===== src/rtl/ysyx_22040750_if_fetch_if.sv =====
// Instruction-memory request/response bus between the fetch stage (master)
// and instruction memory (slave).
interface ysyx_22040750_if_fetch_if;
  logic        O_imem_req_valid;
  logic        I_imem_req_ready;
  logic [31:0] O_imem_addr;
  logic        I_imem_rsp_valid;
  logic [31:0] I_imem_rsp_data;

  modport master (
    output O_imem_req_valid,
    output O_imem_addr,
    input  I_imem_req_ready,
    input  I_imem_rsp_valid,
    input  I_imem_rsp_data
  );

  modport slave (
    input  O_imem_req_valid,
    input  O_imem_addr,
    output I_imem_req_ready,
    output I_imem_rsp_valid,
    output I_imem_rsp_data
  );
endinterface


===== src/rtl/ysyx_22040750_if_fetch.sv =====
// Instruction-fetch stage: single-outstanding imem fetch, holds the returned word
// until IF_ID takes it, and squashes wrong-path fetches on redirect.
module ysyx_22040750_if_fetch #(
  parameter logic [31:0] RESET_PC = 32'h8000_0000
) (
  input  logic                            I_sys_clk,
  input  logic                            I_rst,
  ysyx_22040750_if_fetch_if.master        imem,
  input  logic                            I_redirect,
  input  logic [31:0]                     I_redirect_pc,
  input  logic                            I_timer_intr,
  input  logic                            I_IF_ID_allowin,
  output logic                            O_IF_valid,
  output logic [31:0]                     O_pc,
  output logic [31:0]                     O_inst,
  output logic                            O_timer_intr,
  output logic                            O_IF_jmp
);

  typedef enum logic [1:0] {REQ, WAIT, DROP, HOLD} state_t;

  state_t      state, state_nxt;
  logic [31:0] pc, pc_nxt;
  logic        pend, pend_nxt;
  logic        accept, transfer, capture, drop_held;
  logic        redirect_pc_unused;

  assign redirect_pc_unused = ^I_redirect_pc[1:0];

  assign accept   = (state == REQ) & imem.I_imem_req_ready;
  assign transfer = (state == HOLD) & I_IF_ID_allowin;

  always_comb begin
    state_nxt = state;
    pc_nxt    = pc;
    capture   = 1'b0;
    drop_held = 1'b0;
    pend_nxt  = pend;
    case (state)
      REQ: begin
        if (accept) state_nxt = I_redirect ? DROP : WAIT;
      end
      WAIT: begin
        if (imem.I_imem_rsp_valid) begin
          if (I_redirect) begin
            state_nxt = REQ;
          end else begin
            state_nxt = HOLD;
            capture   = 1'b1;
          end
        end else if (I_redirect) begin
          state_nxt = DROP;
        end
      end
      DROP: begin
        // A response still in flight belongs to the old path; swallow it.
        if (imem.I_imem_rsp_valid) state_nxt = REQ;
      end
      HOLD: begin
        if (I_redirect) begin
          state_nxt = REQ;
          drop_held = 1'b1;
        end else if (transfer) begin
          state_nxt = REQ;
          pc_nxt    = pc + 32'd4;
          if (O_timer_intr) pend_nxt = 1'b0;
        end
      end
      default: state_nxt = REQ;
    endcase
    if (I_redirect) pc_nxt = {I_redirect_pc[31:2], 2'b00};
    // A new request arriving in the clearing cycle must not be lost.
    if (I_timer_intr) pend_nxt = 1'b1;
  end

  always_ff @(posedge I_sys_clk) begin
    if (I_rst) begin
      state        <= REQ;
      pc           <= RESET_PC;
      pend         <= 1'b0;
      O_pc         <= 32'd0;
      O_inst       <= 32'd0;
      O_timer_intr <= 1'b0;
    end else begin
      state <= state_nxt;
      pc    <= pc_nxt;
      pend  <= pend_nxt;
      if (capture) begin
        O_pc         <= pc;
        O_inst       <= imem.I_imem_rsp_data;
        O_timer_intr <= pend | I_timer_intr;
      end else if (drop_held) begin
        O_timer_intr <= 1'b0;
      end
    end
  end

  assign O_IF_valid            = (state == HOLD);
  assign imem.O_imem_req_valid = (state == REQ);
  assign imem.O_imem_addr      = pc;
  assign O_IF_jmp              = I_redirect;

endmodule


===== src/flat_wrapper.sv =====
// flat-port wrapper written by rule: the top's interface ports become plain ports
module ysyx_22040750_if_fetch_flat 
#(
  parameter logic [31:0] RESET_PC = 32'h8000_0000
)
  (I_sys_clk, I_rst, I_redirect, I_redirect_pc, I_timer_intr, I_IF_ID_allowin, O_IF_valid, O_pc, O_inst, O_timer_intr, O_IF_jmp, imem_O_imem_req_valid, imem_O_imem_addr, imem_I_imem_req_ready, imem_I_imem_rsp_valid, imem_I_imem_rsp_data);
  ysyx_22040750_if_fetch_if imem_i ();
  input  logic I_sys_clk;
  input  logic I_rst;
  input  logic I_redirect;
  input  logic [31:0] I_redirect_pc;
  input  logic I_timer_intr;
  input  logic I_IF_ID_allowin;
  output logic O_IF_valid;
  output logic [31:0] O_pc;
  output logic [31:0] O_inst;
  output logic O_timer_intr;
  output logic O_IF_jmp;
  output wire logic [$bits(imem_i.O_imem_req_valid)-1:0] imem_O_imem_req_valid;
  output wire logic [$bits(imem_i.O_imem_addr)-1:0] imem_O_imem_addr;
  input wire logic [$bits(imem_i.I_imem_req_ready)-1:0] imem_I_imem_req_ready;
  input wire logic [$bits(imem_i.I_imem_rsp_valid)-1:0] imem_I_imem_rsp_valid;
  input wire logic [$bits(imem_i.I_imem_rsp_data)-1:0] imem_I_imem_rsp_data;
  assign imem_O_imem_req_valid = imem_i.O_imem_req_valid;
  assign imem_O_imem_addr = imem_i.O_imem_addr;
  assign imem_i.I_imem_req_ready = imem_I_imem_req_ready;
  assign imem_i.I_imem_rsp_valid = imem_I_imem_rsp_valid;
  assign imem_i.I_imem_rsp_data = imem_I_imem_rsp_data;
  ysyx_22040750_if_fetch #(.RESET_PC(RESET_PC)) u_core (.I_sys_clk(I_sys_clk), .I_rst(I_rst), .imem(imem_i), .I_redirect(I_redirect), .I_redirect_pc(I_redirect_pc), .I_timer_intr(I_timer_intr), .I_IF_ID_allowin(I_IF_ID_allowin), .O_IF_valid(O_IF_valid), .O_pc(O_pc), .O_inst(O_inst), .O_timer_intr(O_timer_intr), .O_IF_jmp(O_IF_jmp));
endmodule

===== config.mk =====
export PLATFORM = sky130hd
export DESIGN_NAME = ysyx_22040750_if_fetch_flat
export DESIGN_NICKNAME = d
export VERILOG_FILES = /design/src/rtl/ysyx_22040750_if_fetch_if.sv /design/src/rtl/ysyx_22040750_if_fetch.sv /design/src/flat_wrapper.sv
export SDC_FILE = /design/constraint.sdc
export NUM_CORES = 1
export LEC_CHECK = 0
export ABC_AREA = 1
export CAP_MARGIN = 0
export CORE_ASPECT_RATIO = 1.2
export CORE_UTILIZATION = 30
export DETAILED_ROUTE_END_ITERATION = 8
export DONT_BUFFER_PORTS = 1
export PLACE_DENSITY_LB_ADDON = 0.3
export SLEW_MARGIN = 20
export SYNTH_ARGS = -nofsm -noshare
export SYNTH_HDL_FRONTEND = slang
export SYNTH_SLANG_ARGS = --single-unit

===== constraint.sdc =====
create_clock -name I_sys_clk -period 1.65 [get_ports I_sys_clk]
set_input_delay 0.33 -clock I_sys_clk [delete_from_list [all_inputs] [get_ports I_sys_clk]]
set_output_delay 0.33 -clock I_sys_clk [all_outputs]
set_load 0.01 [all_outputs]

==> flow_summary_export.csv <==
group,metric,value,unit
routing,drcViolationCount,0,
power,combPwrFrac,16.2,%
critical_path,critPathLaunch,"u_core.imem.O_imem_addr[2]$_SDFFE_PP0P_",
clocking,cts_tree,"built",
layout,layout_commonest_cell,"nor2_1",
clocking,clk_path_buf_depth,2,
synthesis,syn_inst,689,
critical_path,critPathKind,"flop to flop",
critical_path,required,1950,ps
die,io_pins,171,
routing,dr.pass1.iters,5,
placement,place_congestion,0.887,
grt,antenna_found_initial,1,
synthesis,syn_area,4600,um^2
die,die_w,115,um
placement,dp_cells,906,
placement,hpwlAfterDp,11.2,mm
grt,grt_max_degree,54,
clocking,clk_latency,360,ps
routing,routed_via_density,4.77,
layout,multiInputGateArea,2300,um^2
synthesis,ys_seq_area_share,41.8,%
sta,hold_viol,0,
synthesis,synth_ff_type,"dfxtp_1",
die,core,15000,um^2
critical_path,reg2reg_from,"u_core.imem.O_imem_addr[2]$_SDFFE_PP0P_",
grt,grt_usage,19.0,%
die,fp.dieH,138,um
layout,fin_cells,922,
clocking,cts_root_buf,"clkbuf_16",
routing,dr_total_vias,4395,
grt,first_global_vias,4044,
sta,period_share,93.6,%
routing,ant_nets,0,
worst_hold_path,hp-start,"I_rst",
power,p_per_area,1170,nW/um^2
layout,fin_nets,785,
worst_hold_path,hold_class,"input port to flop",
layout,seqCellArea,1930,um^2
synthesis,yosysUniqueCellTypes,33,
synthesis,async_reset_ff_share,0,%
grt,grt_pass1_wl,22.4,mm
layout,fillerInstances,1667,
synthesis,synth_edf_count,0,
critical_path,cp_max_fo,5,
critical_path,start_kind,"flop",
clocking,cts_resized,0,
layout,stdcell_area,5460,um^2
power,power_switching,1.92,mW
sta,period_needed,1540,ps
synthesis,ys_ff_latch,96,
power,ir_drop,0.548,mV
sta,setup_viol,0,
clocking,postCtsHoldBufs,0,
synthesis,syn_area_per_cell,6.67,um^2
die,start_util,30.7,%
clocking,clk_pin_slew,70,ps
clocking,cts_setup_buffers,0,
critical_path,cp-end-kind,"flop",
layout,syn_to_final_growth,18.8,%
power,p_sw_share,30.0,%
layout,layout_common_cells,"nor2_1, nand2_1, dfxtp_1",
sta,clock_skew,5.25,ps
grt,grt-ovfl-total,0,
flow_run,max-cap-violations,0,
routing,wl_per_cell,16.1,um
synthesis,yosysWarnings,0,
clocking,cts_sinks,96,
placement,dpl_cell_area,5080,um^2
clocking,cts_made_buffers,9,
die,dieArea,15800,um^2
clocking,h-tree-depth,3,
power,p_leak,2.09,nW
critical_path,cp.arrival,1840,ps
sta,drv_slew,0,
die,rows,49,
status,status,"finished clean",
routing,drt_iter0_drc,280,
placement,portBuffers,0,
sta,fmax,0.648,GHz
routing,postRouteWirelength,14.8,mm
power,pwr-share-seq,45.3,%
power,intPower,4.47,mW
layout,insertedDiodeCount,0,
layout,postLayoutCoreUtil,36.5,%
layout,drive_above_1_share,13.6,%
power,p_clk_share,38.5,%
metrics by stage:
step / hold WS [ps] / setup slack [ps] / power, mW / setup TNS, ps
floorplan: 493 / 165 / 3.65 / 0
global placement: 401 / 116 / 3.97 / 0
detailed placement: 401 / 57.9 / 3.98 / 0
CTS: 20.6 / 53.8 / 6.45 / 0
global route: 19.7 / -9.43 / 6.76 / -17.5
finish: 33.2 / 106 / 6.39 / 0
cells in the mapped netlist, types with 2 or more instances:
cell / n / area (um^2)
a211oi_1: 3 / 22.5
a21oi_1: 36 / 180
a31oi_1: 7 / 43.8
buf_2: 15 / 75.1
buf_4: 10 / 75.1
clkbuf_1: 15 / 56.3
dfxtp_1: 96 / 1920
inv_1: 45 / 169
inv_2: 7 / 26.3
nand2_1: 124 / 465
nand2_2: 3 / 18.8
nand2_4: 2 / 22.5
nand3_1: 43 / 215
nand3b_1: 2 / 15.0
nand4_1: 4 / 25.0
nor2_1: 161 / 604
nor2_2: 4 / 25.0
nor2_4: 4 / 45.0
nor3_1: 9 / 45.0
o211ai_1: 6 / 45.0
o21ai_0: 75 / 375
o21ai_1: 5 / 25.0
o22ai_1: 2 / 12.5
xor2_1: 2 / 17.5
routing by layer:
layer  track usage, %  part of all wire [%]
met4             9.60                   2.7
met1             20.2                    38
met5                0                 0.088
met2             32.9                    49
met3             7.26                    10
cell families after synthesis:
kind of cell	after synthesis	synth area share, %
flip-flops	96	41.8
XOR/XNOR	2	0.381
adder cells (fa/ha/maj)	1	0.272
AND/OR/NAND/NOR	359	32.7
buffers and inverters	93	8.82
AO/OA/AOI/OAI	137	15.9
other	1	0.0816
worst max-delay path: stages (launching register included):
cell and delay (ps):
dfxtp_1 370, ha_1 190, nand3_1 180, inv_2 130, nand2_4 90, nor2_4 100
and2_1 160, nand2_1 60, nand2_1 50, inv_1 40, a21oi_2 110
final timing paths:
kind,cells past startpoint,endpoint,slack [ps]
worst max register to register,10,u_core.imem.O_imem_addr[20]$_SDFFE_PP0P_,110
worst min register to register,2,u_core.imem.O_imem_addr[18]$_SDFFE_PP0P_,500
worst min-delay path,1,u_core.imem.O_imem_addr[20]$_SDFFE_PP0P_,30
worst max-delay path,10,u_core.imem.O_imem_addr[20]$_SDFFE_PP0P_,110
sequential cells by signal, summed over array words and instances (netlist names):
| signal | flops |
|---|---|
| u_core.O_inst | 32 |
| u_core.pend | 1 |
| u_core.O_timer_intr | 1 |
| u_core.imem.O_imem_addr | 30 |
| u_core.state | 2 |
| u_core.O_pc | 30 |
power by group through the flow:
stage	combinational, mW	sequential, mW	clock [mW]
2_1_floorplan	0.736	2.91	0
3_3_place_gp	1.02	2.95	0
3_5_place_dp	1.03	2.95	0
4_1_cts	1.04	2.90	2.52
5_1_grt	1.19	2.94	2.63
6_report	1.04	2.89	2.46
cell type report:
class,count,area share (%)
clock buffers,10,4.19
clock inverters,6,2.11
inverters,52,3.60
multi-input cells,503,42.1
flip-flops and latches,96,35.3
well taps,204,4.67
repair buffers,51,8.00
Note: power is estimated with default switching activity, not from simulation.
